**src/rtl/alu_issue.sv**
```systemverilog
// ALU issue stage: decodes RV32I/E OP, OP-IMM and BRANCH into ALU microcode and registers operands.
// Optional one-entry skid buffer enabled by defining ALU_ISSUE_SKID_EN.

`ifndef ALU_MICROCODE_ADD
`define ALU_MICROCODE_ADD  4'd0
`define ALU_MICROCODE_SUB  4'd1
`define ALU_MICROCODE_SLL  4'd2
`define ALU_MICROCODE_SLT  4'd3
`define ALU_MICROCODE_SLTU 4'd4
`define ALU_MICROCODE_XOR  4'd5
`define ALU_MICROCODE_SRL  4'd6
`define ALU_MICROCODE_SRA  4'd7
`define ALU_MICROCODE_OR   4'd8
`define ALU_MICROCODE_AND  4'd9
`define ALU_MICROCODE_BEQ  4'd10
`define ALU_MICROCODE_BNE  4'd11
`define ALU_MICROCODE_BLT  4'd12
`define ALU_MICROCODE_BGE  4'd13
`define ALU_MICROCODE_BLTU 4'd14
`define ALU_MICROCODE_BGEU 4'd15
`endif

package alu_issue_pkg;
  typedef logic [3:0] alu_microcode_t;

  typedef struct packed {
    alu_microcode_t mc;
    logic [31:0]    a;
    logic [31:0]    b;
    logic [4:0]     rd;
    logic           is_branch;
    logic           illegal;
  } entry_t;
endpackage

module alu_issue
  import alu_issue_pkg::*;
#(
  parameter bit RV32E = 1'b0
) (
  input  logic           clk,
  input  logic           reset,
  input  logic           flush,
  input  logic           in_valid,
  output logic           in_ready,
  input  logic [31:0]    in_instr,
  input  logic [31:0]    in_rs1,
  input  logic [31:0]    in_rs2,
  output logic           out_valid,
  input  logic           out_ready,
  output alu_microcode_t out_microcode,
  output logic [31:0]    out_a,
  output logic [31:0]    out_b,
  output logic [4:0]     out_rd,
  output logic           out_is_branch,
  output logic           out_illegal
);

  // Handshake: a transfer happens on a rising edge where valid and ready are both high.
  localparam entry_t ENTRY_RESET = '{mc: `ALU_MICROCODE_ADD, a: 32'd0, b: 32'd0,
                                     rd: 5'd0, is_branch: 1'b0, illegal: 1'b0};

  logic [6:0] opcode, f7;
  logic [2:0] f3;
  logic [4:0] rs1_f, rs2_f, rd_f;
  assign opcode = in_instr[6:0];
  assign f3     = in_instr[14:12];
  assign f7     = in_instr[31:25];
  assign rd_f   = in_instr[11:7];
  assign rs1_f  = in_instr[19:15];
  assign rs2_f  = in_instr[24:20];

  alu_microcode_t arith_mc;
  alu_microcode_t branch_mc;
  logic           bad_enc;
  logic           bad_reg;
  entry_t         dec;

  // Shared f3 map for OP f7=0 and OP-IMM; SRA/SUB are patched in per format.
  always_comb begin
    arith_mc = `ALU_MICROCODE_ADD;
    case (f3)
      3'b000: arith_mc = `ALU_MICROCODE_ADD;
      3'b001: arith_mc = `ALU_MICROCODE_SLL;
      3'b010: arith_mc = `ALU_MICROCODE_SLT;
      3'b011: arith_mc = `ALU_MICROCODE_SLTU;
      3'b100: arith_mc = `ALU_MICROCODE_XOR;
      3'b101: arith_mc = `ALU_MICROCODE_SRL;
      3'b110: arith_mc = `ALU_MICROCODE_OR;
      default: arith_mc = `ALU_MICROCODE_AND;
    endcase
  end

  always_comb begin
    branch_mc = `ALU_MICROCODE_BEQ;
    case (f3)
      3'b000: branch_mc = `ALU_MICROCODE_BEQ;
      3'b001: branch_mc = `ALU_MICROCODE_BNE;
      3'b100: branch_mc = `ALU_MICROCODE_BLT;
      3'b101: branch_mc = `ALU_MICROCODE_BGE;
      3'b110: branch_mc = `ALU_MICROCODE_BLTU;
      default: branch_mc = `ALU_MICROCODE_BGEU;
    endcase
  end

  always_comb begin
    dec           = ENTRY_RESET;
    dec.a         = in_rs1;
    dec.b         = in_rs2;
    dec.rd        = rd_f;
    bad_enc       = 1'b0;
    bad_reg       = 1'b0;
    case (opcode)
      7'b0010011: begin
        dec.b  = {{20{in_instr[31]}}, in_instr[31:20]};
        dec.mc = arith_mc;
        if (f3 == 3'b001 && f7 != 7'b0000000) bad_enc = 1'b1;
        if (f3 == 3'b101) begin
          if (f7 == 7'b0100000)      dec.mc  = `ALU_MICROCODE_SRA;
          else if (f7 != 7'b0000000) bad_enc = 1'b1;
        end
        bad_reg = RV32E && (rs1_f[4] || rd_f[4]);
      end
      7'b0110011: begin
        if (f7 == 7'b0000000) begin
          dec.mc = arith_mc;
        end else if (f7 == 7'b0100000 && f3 == 3'b000) begin
          dec.mc = `ALU_MICROCODE_SUB;
        end else if (f7 == 7'b0100000 && f3 == 3'b101) begin
          dec.mc = `ALU_MICROCODE_SRA;
        end else begin
          bad_enc = 1'b1;
        end
        bad_reg = RV32E && (rs1_f[4] || rs2_f[4] || rd_f[4]);
      end
      7'b1100011: begin
        dec.mc        = branch_mc;
        dec.rd        = 5'd0;
        dec.is_branch = 1'b1;
        if (f3 == 3'b010 || f3 == 3'b011) bad_enc = 1'b1;
        bad_reg = RV32E && (rs1_f[4] || rs2_f[4]);
      end
      default: bad_enc = 1'b1;
    endcase
    if (bad_enc || bad_reg) begin
      dec         = ENTRY_RESET;
      dec.illegal = 1'b1;
    end
  end

  entry_t main_q;
  logic   main_valid;
  logic   accept;
  logic   out_fire;

  assign accept   = in_valid && in_ready;
  assign out_fire = main_valid && out_ready;

`ifdef ALU_ISSUE_SKID_EN
  entry_t skid_q;
  logic   skid_full;

  assign in_ready = ~skid_full;

  // Skid only fills when an accept meets a stalled main register; it drains on the next out-transfer.
  always_ff @(posedge clk or posedge reset) begin
    if (reset) begin
      main_q     <= ENTRY_RESET;
      main_valid <= 1'b0;
      skid_q     <= ENTRY_RESET;
      skid_full  <= 1'b0;
    end else if (flush) begin
      main_valid <= 1'b0;
      skid_full  <= 1'b0;
    end else if (skid_full) begin
      if (out_fire) begin
        main_q    <= skid_q;
        skid_full <= 1'b0;
      end
    end else if (accept) begin
      if (!main_valid || out_ready) begin
        main_q     <= dec;
        main_valid <= 1'b1;
      end else begin
        skid_q    <= dec;
        skid_full <= 1'b1;
      end
    end else if (out_fire) begin
      main_valid <= 1'b0;
    end
  end
`else
  assign in_ready = ~main_valid | out_ready;

  always_ff @(posedge clk or posedge reset) begin
    if (reset) begin
      main_q     <= ENTRY_RESET;
      main_valid <= 1'b0;
    end else if (flush) begin
      main_valid <= 1'b0;
    end else if (accept) begin
      main_q     <= dec;
      main_valid <= 1'b1;
    end else if (out_fire) begin
      main_valid <= 1'b0;
    end
  end
`endif

  assign out_valid     = main_valid;
  assign out_microcode = main_q.mc;
  assign out_a         = main_q.a;
  assign out_b         = main_q.b;
  assign out_rd        = main_q.rd;
  assign out_is_branch = main_q.is_branch;
  assign out_illegal   = main_q.illegal;

endmodule

```
**config.mk**
```make
export PLATFORM = sky130hd
export DESIGN_NAME = alu_issue
export DESIGN_NICKNAME = d
export VERILOG_FILES = /design/src/rtl/alu_issue.sv
export SDC_FILE = /design/constraint.sdc
export NUM_CORES = 1
export LEC_CHECK = 0
export ABC_AREA = 1
export CORE_MARGIN = 2
export CORE_UTILIZATION = 40
export DETAILED_ROUTE_END_ITERATION = 8
export DONT_BUFFER_PORTS = 1
export PLACE_DENSITY_LB_ADDON = 0.1
export SLEW_MARGIN = 20
export SYNTH_ARGS = -nofsm -noshare
export SYNTH_HDL_FRONTEND = slang
export SYNTH_SLANG_ARGS = --single-unit
```
**constraint.sdc**
```tcl
create_clock -name clk -period 4.1 [get_ports clk]
set_clock_uncertainty 0.15 [all_clocks]
set_input_delay 1.23 -clock clk [delete_from_list [all_inputs] [get_ports clk]]
set_output_delay 1.23 -clock clk [all_outputs]
set_load 0.05 [all_outputs]
```
==> results.md, run 1 <==
* Outcome: finished clean
* Worst Reg-to-Reg Cells at 6
* Crit share post-route at 0.737
* Core area at between 9000 and 10000 sq um
* CTS max path bufs at 2
* Critical path endpoint category: output pin
* Met2 Use GR at 0.296
* Leak at 2.35 nW
* P_sw at 0.379 mW
* Fin util at 0.434
* Die Height at 101 microns
* Worst hold path class: primary input to asynchronous set/reset pin
* GR Overflow Total at 0
* CP Launch Type: primary input
* Starting Density at 0.409
* Final Critical Period at between 3000 and 4000 ps
* Register area at 1900 sq um
* Busiest grt layer: met2
* CP Class: primary input to output pin
* Worst EP arrival at 1640 ps
* TritonCTS clock tree: yes
* Largest net degree at the start of global routing at 77
* # rows at 35
* Distinct cells, synth at 21
* Mapped Area at between 3000 and 4000 sq um
* Worst Max-Slew Pin Slew at 786 ps
* Final non-filler cell area at 3990 sq um
* Clock latency on the worst-skew pair at 330 ps
* Drt total wl at 8990 microns
* Layout fillers at 931
* Total CTS buffers at 9
* Vias/cell at 4.87
* Sw Ratio at 0.262
* Antenna-violating nets left at 0
* GRT Total Usage at 0.178
* Drt initial violations at 90
* CP max stage delay at 390 ps
* First-pass GRT wire length at 14200 microns
* IO buf count at 0
* Setup TNS at 0 ps
* Pwr dens at 362 nW/um^2
* Combinational group share of total power at 0.057
* Layout Nets at roughly 590
* Die Wd at 101 microns
* Total vias in the final route at 2965
* Crit-path cells: inv_1, nand2_1
* Commonest cells after routing, fill and taps aside: nand2_1 (281), dfrtp_1 (76), nand2_2 (39)
* Hold_ws at 595 ps
* Internal power at about 1.1 mW
* Root buf cell: clkbuf_8
* Hold_buf cts at 0
* Drt pass-1 iters at 4
* Worst-path fanout max at 3
* Post-Syn Nets at between 500 and 600
* Sink Count at 76
* Worst slew margin at 0.476
* Critical Path RT at ~2700 ps
* Most common cell after layout, fill and taps aside: nand2_1
* Synth Warn # at 0
* MaxCap Viol Count at 0
* Highest clock rate at 331 MHz
* Final Wtd Congestion at between 0.8 and 0.9
* Clk pwr share at 0.389
* Unrepaired setup endpoints after global routing: false
* Avg Cell Area, Syn at 7.58 sq um
* Fin. max-slew vios at 0
* Post-CTS resize count at 0
* Placed cell area at 3800 sq um
* Cells after synthesis at ~500
* Setup violations, final at 0
* # Post-CTS Setup Buffers at 0
* Grt met3 use at 0.0652
* P&R area growth vs syn at 6.12%
* I/O pins at between 150 and 200
* Buf+Inv Stages, Crit Path at 1
* Register share of total power at 0.554
* Ant diodes at 0
* DR WL/cell at 14.8 microns
* DP Wirelength at 6310 microns
* H-tree levels at 3
* Overall Power at 1.44 mW
* Fin. Hold Viols at 0
* Top delay family on crit path: simple AND/OR/NAND/NOR gates
* Slowest CP cell: nand2_1
* CP Depth at 2
* Ratio of cells with drive above 1 in the final layout at 0.151
* Vias in the first global route at 2941
* Multi-input gate area at 1590 sq um
* Initial antenna violation count at 0
* Detailed-route DRC error count at 0
* Synth Register Bits at 76
* Worst vdd ir at 0.000153 V
* Clock transition at path regs at 80 ps
* Die footprint at 10200 sq um
* Met1 Resource Use GR at 0.208
* Seq/Total Area, Yosys at 0.506
==> synth_stat cells, drive strengths merged <==
master,count,share of area
buf,9,0.033
nor2,22,0.032
inv,28,0.028
a21oi,5,0.0077
dfrtp,76,0.51
o21a,1,0.0020
nand2,320,0.34
clkbuf,12,0.012
nand3,12,0.020
or2,1,0.0017
o21ai,10,0.013
==> metal layers <==
metal  wire (microns)  vias to the layer above
met5                0                        -
met4              148                        0
met3              911                       15
met2             4350                      126
met1             3580                     1354
li1                 -                     1470
==> final timing paths <==
path,start,slack [ps],to
max in group asynchronous,reset,2440,out_b[15]$_DFFE_PP0P_
max reg2reg,out_valid$_DFFE_PP0P_,1490,out_illegal$_DFFE_PP0P_
max,out_ready,1080,in_ready
min in group clk,out_rd[3]$_DFFE_PP0P_,640,out_rd[3]$_DFFE_PP0P_
min,reset,600,out_is_branch$_DFFE_PP0P_
min reg2reg,out_rd[3]$_DFFE_PP0P_,640,out_rd[3]$_DFFE_PP0P_
==> through the flow <==
| step | instances | setup WS, ps |
|---|---|---|
| global placement | 593 | 952 |
| floorplan | 496 | 782 |
| global route | 609 | 1040 |
| CTS | 609 | 1080 |
| finish | 609 | 1080 |
| detailed placement | 593 | 929 |
==> power groups by stage <==
stage               clock network (mW)  logic, mW  registers (mW)
finish                           0.561     0.0828           0.800
global route                     0.620     0.0979           0.802
CTS                              0.587     0.0855           0.801
detailed placement                   0     0.0853           0.815
global placement                     0     0.0837           0.815
floorplan                            0     0.0682           0.813
==> area by class of cell <==
cell class	count	share of cell area
multi-input cells	371	0.397
clock inverters	5	0.0154
well taps	111	0.0348
flip-flops and latches	76	0.477
inverters	28	0.0267
clock buffers	11	0.0329
repair buffers	7	0.0163
==> flip-flops by register name, indices dropped and copies added, names as in the netlist <==
register       count
out_b             32
out_a             32
out_illegal        1
out_rd             5
out_valid          1
out_is_branch      1
out_microcode      4
==> cell families after synthesis <==
kind of cell | Yosys count | share of synthesized area
AOI/OAI and AO/OA | 16 | 0.0230
buffers and inverters | 49 | 0.0732
DFF | 76 | 0.506
and+or+nand+nor | 355 | 0.398
(Power assumes the default switching activity.)
==> run 2, diff against run 1 <==
==> constraint.sdc (replaced) <==
create_clock -name clk -period 2.5 [get_ports clk]
set_clock_uncertainty 0.15 [all_clocks]
set_input_delay 0.75 -clock clk [delete_from_list [all_inputs] [get_ports clk]]
set_output_delay 0.75 -clock clk [all_outputs]
set_load 0.05 [all_outputs]
==> run 2 against run 1 <==
Effect of this change: die area unchanged; sequential power is 64% higher; clock power grew 94%; critical path depth grew 1; via count down 1.9%; routed wire length shrank 1.9%; clock-buffer cell count unchanged; non-clock buffer count is 4 higher; sequential share of layout area fell by 1.3 points; setup slack got worse by 540 ps; utilization grew 1.2 points; combinational power grew 75%; largest cell class unchanged; largest power group unchanged; highest routed layer unchanged.
==> results.md, run 2 (synthesis results as in run 1) <==
* Critical path endpoint category: output pin (unchanged)
* GR Overflow Total at 0 (unchanged)
* Worst vdd ir at 0.000316 V (was 0.000153 V)
* Die footprint at 10200 sq um (unchanged)
* CTS max path bufs at 2 (unchanged)
* Hold_buf cts at 0 (unchanged)
* # Post-CTS Setup Buffers at 0 (unchanged)
* Leak at 2.40 nW (was 2.35 nW)
* Final Wtd Congestion at 0.839 (was 0.845)
* Critical Path RT at 1600 ps (was 2720 ps)
* Worst-path fanout max at 2 (was 3)
* Vias/cell at 4.74 (was 4.87)
* Crit share post-route at 0.787
* Finished Layout Cells at 613 (was 609)
* Core area at 9200 sq um (unchanged)
* Unrepaired setup endpoints after global routing: false (unchanged)
* Pwr dens at 619 nW/um^2 (was 362 nW/um^2)
* CP Launch Type: primary input (unchanged)
* Clock latency on the worst-skew pair at 350 ps (was 330 ps)
* TritonCTS clock tree: yes (unchanged)
* P&R area growth vs syn at 9.12% (was 6.12%)
* Worst Max-Slew Pin Slew at 525 ps (was 786 ps)
* Fin. max-slew vios at 0 (unchanged)
* Layout Nets at 598 (was 594)
* Drt initial violations at 76 (was 90)
* Die Wd at 101 microns (unchanged)
* Worst slew margin at 0.650 (was 0.476)
* DP Wirelength at 6150 microns (was 6310 microns)
* Largest net degree at the start of global routing at 77 (unchanged)
* Final Critical Period at 1970 ps
* Die Height at 101 microns (unchanged)
* Worst Reg-to-Reg Cells at 8 (was 6)
* Ratio of cells with drive above 1 in the final layout at 0.161 (was 0.151)
* Clock transition at path regs at 80 ps (about the same)
* Root buf cell: clkbuf_8 (unchanged)
* Initial antenna violation count at 0 (unchanged)
* H-tree levels at 3 (unchanged)
* Setup violations, final at 0 (unchanged)
* MaxCap Viol Count at 0 (unchanged)
* Setup TNS at 0 ps (unchanged)
* Worst hold path class: primary input to asynchronous set/reset pin (unchanged)
* # rows at 35 (unchanged)
* Starting Density at 0.409 (unchanged)
* Drt pass-1 iters at 4 (unchanged)
* Vias in the first global route at 2889 (was 2941)
* Outcome: finished clean (unchanged)
* Total CTS buffers at 9 (unchanged)
* Drt total wl at 8820 microns (was 8990 microns)
* CP Class: primary input to output pin (unchanged)
* Commonest cells after routing, fill and taps aside: nand2_1 (281), dfrtp_1 (76), nand2_2 (39) (unchanged)
* Ant diodes at 0 (unchanged)
* IO buf count at 0 (unchanged)
* Dpl cells at 597 (was 593)
* Most common cell after layout, fill and taps aside: nand2_1 (unchanged)
* GRT Total Usage at 0.176 (was 0.178)
* Highest clock rate at 508 MHz
* Antenna-violating nets left at 0 (unchanged)
* Sink Count at 76 (unchanged)
* Detailed-route DRC error count at 0 (unchanged)
* DR WL/cell at 14.4 microns (was 14.8 microns)
* First-pass GRT wire length at 13900 microns (was 14200 microns)
* Total vias in the final route at 2908 (was 2965)
* Worst EP arrival at 1070 ps (was 1640 ps)
* Fin. Hold Viols at 0 (unchanged)
* I/O pins at 178 (unchanged)
* Post-CTS resize count at 0 (unchanged)
[run 2: cell count changes in the layout (fill, tap and decap cells not counted)]
cell	before	now
buf_12	1	4
bufinv_16	1	2
buf_4	6	7
clkinv_2	1	0
clkbuf_8	9	11
clkinv_4	0	1
inv_6	1	0
clkbuf_1	2	0
[run 2: metal layers]
layer / part of all wire / up-vias / GRT usage / routed length [microns]
li1: - / 1478 / - / -
met1: 0.43 / 1313 / 0.211 / 3780
met2: 0.47 / 103 / 0.290 / 4140
met3: 0.083 / 14 / 0.0583 / 733
met4: 0.019 / 0 / 0.0707 / 165
met5: 0 / - / 0 / 0
[run 2: area by class of cell]
| type | instances | area [sq um] |
|---|---|---|
| sequential | 76 | 1900 |
| fill | 946 | 5090 |
| timing repair buffer | 11 | 133 |
| tap | 111 | 139 |
| clock inverter | 5 | 83.8 |
| multi-input combinational | 371 | 1590 |
| inverter | 28 | 109 |
| clock buffer | 11 | 151 |
[run 2: through the flow]
| stage | util | setup WS, ps | hold WS (ps) | instance area (sq um) | power (mW) |
|---|---|---|---|---|---|
| 4_1_cts | 0.446 | 529 | 250 | 4100 | 2.58 |
| 2_1_floorplan | - | 202 | 609 | 3760 | 1.45 |
| 3_3_place_gp | 0.421 | 297 | 621 | 3870 | 1.48 |
| 5_1_grt | 0.446 | 482 | 266 | 4100 | 2.66 |
| 6_report | 0.446 | 533 | 244 | 4100 | 2.54 |
| 3_5_place_dp | 0.421 | 279 | 628 | 3870 | 1.48 |
[run 2: power by group]
| group | switching (mW) | total [mW] | leakage [nW] | internal [mW] |
|---|---|---|---|---|
| combinational | 0.101 | 0.145 | 1.24 | 0.0441 |
| clock | 0.467 | 1.09 | 0.112 | 0.618 |
| sequential | 0.0658 | 1.31 | 1.05 | 1.24 |
[run 2: worst max-delay path: stages]
cell and delay [ps]:
inv_1 20, nand2_1 80, buf_4 210
[run 2: final timing paths]
kind | start | to | slack (ps)
min | reset | out_a[8]$_DFFE_PP0P_ | 240
min in group clk | flush | out_valid$_DFFE_PP0P_ | 290
max reg2reg | out_valid$_DFFE_PP0P_ | out_b[24]$_DFFE_PP0P_ | 820
max | out_ready | in_ready | 530
min reg2reg | out_a[22]$_DFFE_PP0P_ | out_a[22]$_DFFE_PP0P_ | 640
max in group asynchronous | reset | out_a[29]$_DFFE_PP0P_ | 1560
==> run 3, diff against run 2 <==
==> constraint.sdc (replaced) <==
create_clock -name clk -period 1.7 [get_ports clk]
set_clock_uncertainty 0.15 [all_clocks]
set_input_delay 0.51 -clock clk [delete_from_list [all_inputs] [get_ports clk]]
set_output_delay 0.51 -clock clk [all_outputs]
set_load 0.05 [all_outputs]
==> run 3 against run 2 <==
Effect of this change: final cell count up 4.1%; highest routed layer unchanged; critical endpoint is now out_a[2]; utilization up 3.9 points; non-clock buffer count up 25; sequential power up 47%; clock power up 15%; setup slack worse by 490 ps.
==> results.md, run 3 (synthesis results as in run 1) <==
* Placed cell area at 4130 sq um (was 3870 sq um)
* Drt pass-1 iters at 4 (unchanged)
* Highest clock rate at 603 MHz
* Sink Count at 76 (unchanged)
* P&R area growth vs syn at 18.8% (was 9.12%)
* Vias/cell at 4.85 (was 4.74)
* Final Wtd Congestion at 0.890 (was 0.839)
* Outcome: finished clean (unchanged)
* Total vias in the final route at 3095 (was 2908)
* Worst vdd ir at 0.000444 V (was 0.000316 V)
* Drt initial violations at 100 (was 76)
* Clock latency on the worst-skew pair at 340 ps (was 350 ps)
* IO buf count at 0 (unchanged)
* Final non-filler cell area at 4470 sq um (was 4100 sq um)
* First-pass GRT wire length at 14400 microns (was 13900 microns)
* # rows at 35 (unchanged)
* Met3 WL at 899 microns (was 733 microns)
* Die Height at 101 microns (unchanged)
* Worst-path fanout max at 2 (unchanged)
* Initial antenna violation count at 0 (unchanged)
* Leak at 2.51 nW (was 2.40 nW)
* H-tree levels at 3 (unchanged)
* Layout fillers at 921 (was 946)
* Root buf cell: clkbuf_8 (unchanged)
* Die footprint at 10200 sq um (unchanged)
* Register area at 1940 sq um (was 1900 sq um)
* Setup TNS at 0 ps (unchanged)
* Die Wd at 101 microns (unchanged)
* Multi-input gate area at 1660 sq um (was 1590 sq um)
* Final Critical Period at 1660 ps
* Antenna-violating nets left at 0 (unchanged)
* Starting Density at 0.409 (unchanged)
* GRT Total Usage at 0.183 (was 0.176)
* Worst hold path class: primary input to flip-flop (was primary input to asynchronous set/reset pin)
* Layout Nets at 623 (was 598)
* Critical path endpoint category: output pin (unchanged)
* CP Class: flip-flop to output pin (was primary input to output pin)
* Detailed-route DRC error count at 0 (unchanged)
* MaxCap Viol Count at 0 (unchanged)
* I/O pins at 178 (unchanged)
* CTS max path bufs at 2 (unchanged)
* Met2 routed WL at 4350 microns (was 4140 microns)
* Crit share post-route at 0.976
* Hold path startpoint: flush
* Worst reg2reg path startpoint: out_valid$_DFFE_PP0P_ (unchanged)
* DR top layer: met4 (unchanged)
* GR Overflow Total at 0 (unchanged)
* Fin. Hold Viols at 0 (unchanged)
* Fin. max-slew vios at 0 (unchanged)
* Critical Path RT at 1040 ps (was 1600 ps)
* DR WL/cell at 14.7 microns (was 14.4 microns)
* Ant diodes at 0 (unchanged)
* Fin util at 0.486 (was 0.446)
* Largest net degree at the start of global routing at 55 (was 77)
* Pwr dens at 771 nW/um^2 (was 619 nW/um^2)
* Total CTS buffers at 9 (unchanged)
* Worst Max-Slew Pin Slew at 497 ps (was 525 ps)
* Critical path launch point: out_a[2]$_DFFE_PP0P_ (was out_ready)
* Hold_ws at 71.9 ps (was 244 ps)
* Worst slew margin at 0.669 (was 0.650)
* TritonCTS clock tree: yes (unchanged)
* Most common cell after layout, fill and taps aside: nand2_1 (unchanged)
* Drt total wl at 9390 microns (was 8820 microns)
* Worst EP arrival at 1000 ps (was 1070 ps)
* DP Wirelength at 6550 microns (was 6150 microns)
* Clock transition at path regs at 90 ps (was 80 ps)
* Core area at 9200 sq um (unchanged)
* Unrepaired setup endpoints after global routing: true (was false)
* Vias in the first global route at 2934 (was 2889)
* CP Launch Type: flip-flop (was primary input)
* WL met1 at 4010 microns (was 3780 microns)
* Commonest cells after routing, fill and taps aside: nand2_1 (259), nand2_2 (59), dfrtp_1 (43) (was nand2_1 (281), dfrtp_1 (76), nand2_2 (39))
* Ratio of cells with drive above 1 in the final layout at 0.307 (was 0.161)
* Setup violations, final at 0 (unchanged)
-- run 3: changes by cell type in the layout (fill, tap and decap cells not counted), sizes merged --
| cell | delta |
|---|---|
| buf | +22 |
| clkinv | +4 |
| bufinv | -2 |
| clkbuf | +1 |
| clkinvlp | -1 |
| dlygate4sd3 | +1 |
-- run 3: metrics by stage --
stage                     power, mW  setup WS (ps)  std cells
after floorplan                2.14          -81.0        496
after global placement         2.22           -136        615
after detailed placement       2.23           -154        615
after CTS                      3.51           2.19        632
after global routing           3.62          -13.8        638
final                          3.44           40.9        638
-- run 3: final timing paths --
| path | depth (start not counted) | endpoint | slack, ps |
|---|---|---|---|
| setup / recovery | 0 | out_a[2] | 40 |
| hold / removal | 1 | out_valid$_DFFE_PP0P_ | 70 |
| setup reg to reg | 9 | out_a[10]$_DFFE_PP0P_ | 80 |
| hold reg to reg | 2 | out_rd[2]$_DFFE_PP0P_ | 550 |
| max in group asynchronous | 3 | out_illegal$_DFFE_PP0P_ | 580 |
| min in group asynchronous | 3 | out_b[15]$_DFFE_PP0P_ | 580 |
-- run 3: cell type report --
class	instances	area share
clock buffers	10	0.0308
clock inverters	6	0.00897
repair buffers	36	0.0941
well taps	111	0.0311
flip-flops and latches	76	0.435
multi-input cells	371	0.372
inverters	28	0.0283
-- run 3: repair_timing --
item	in CTS	in global routing
gates resized for setup	3	32
buffers inserted	0	4
pin swaps	0	2
setup endpoints to repair	1	50
cloned	0	2
hold buffers	1	0
endpoints found under the hold margin	76	0
-- run 3: power by group --
group	internal [mW]	switching, mW	total (mW)
logic	0.0990	0.164	0.263
registers	1.83	0.0983	1.93
clock network	0.567	0.684	1.25
-- run 3: metal layers --
layer / track usage / vias up
met5: 0 / -
met4: 0.0530 / 0
met3: 0.0825 / 9
met2: 0.294 / 118
met1: 0.221 / 1434
li1: - / 1534
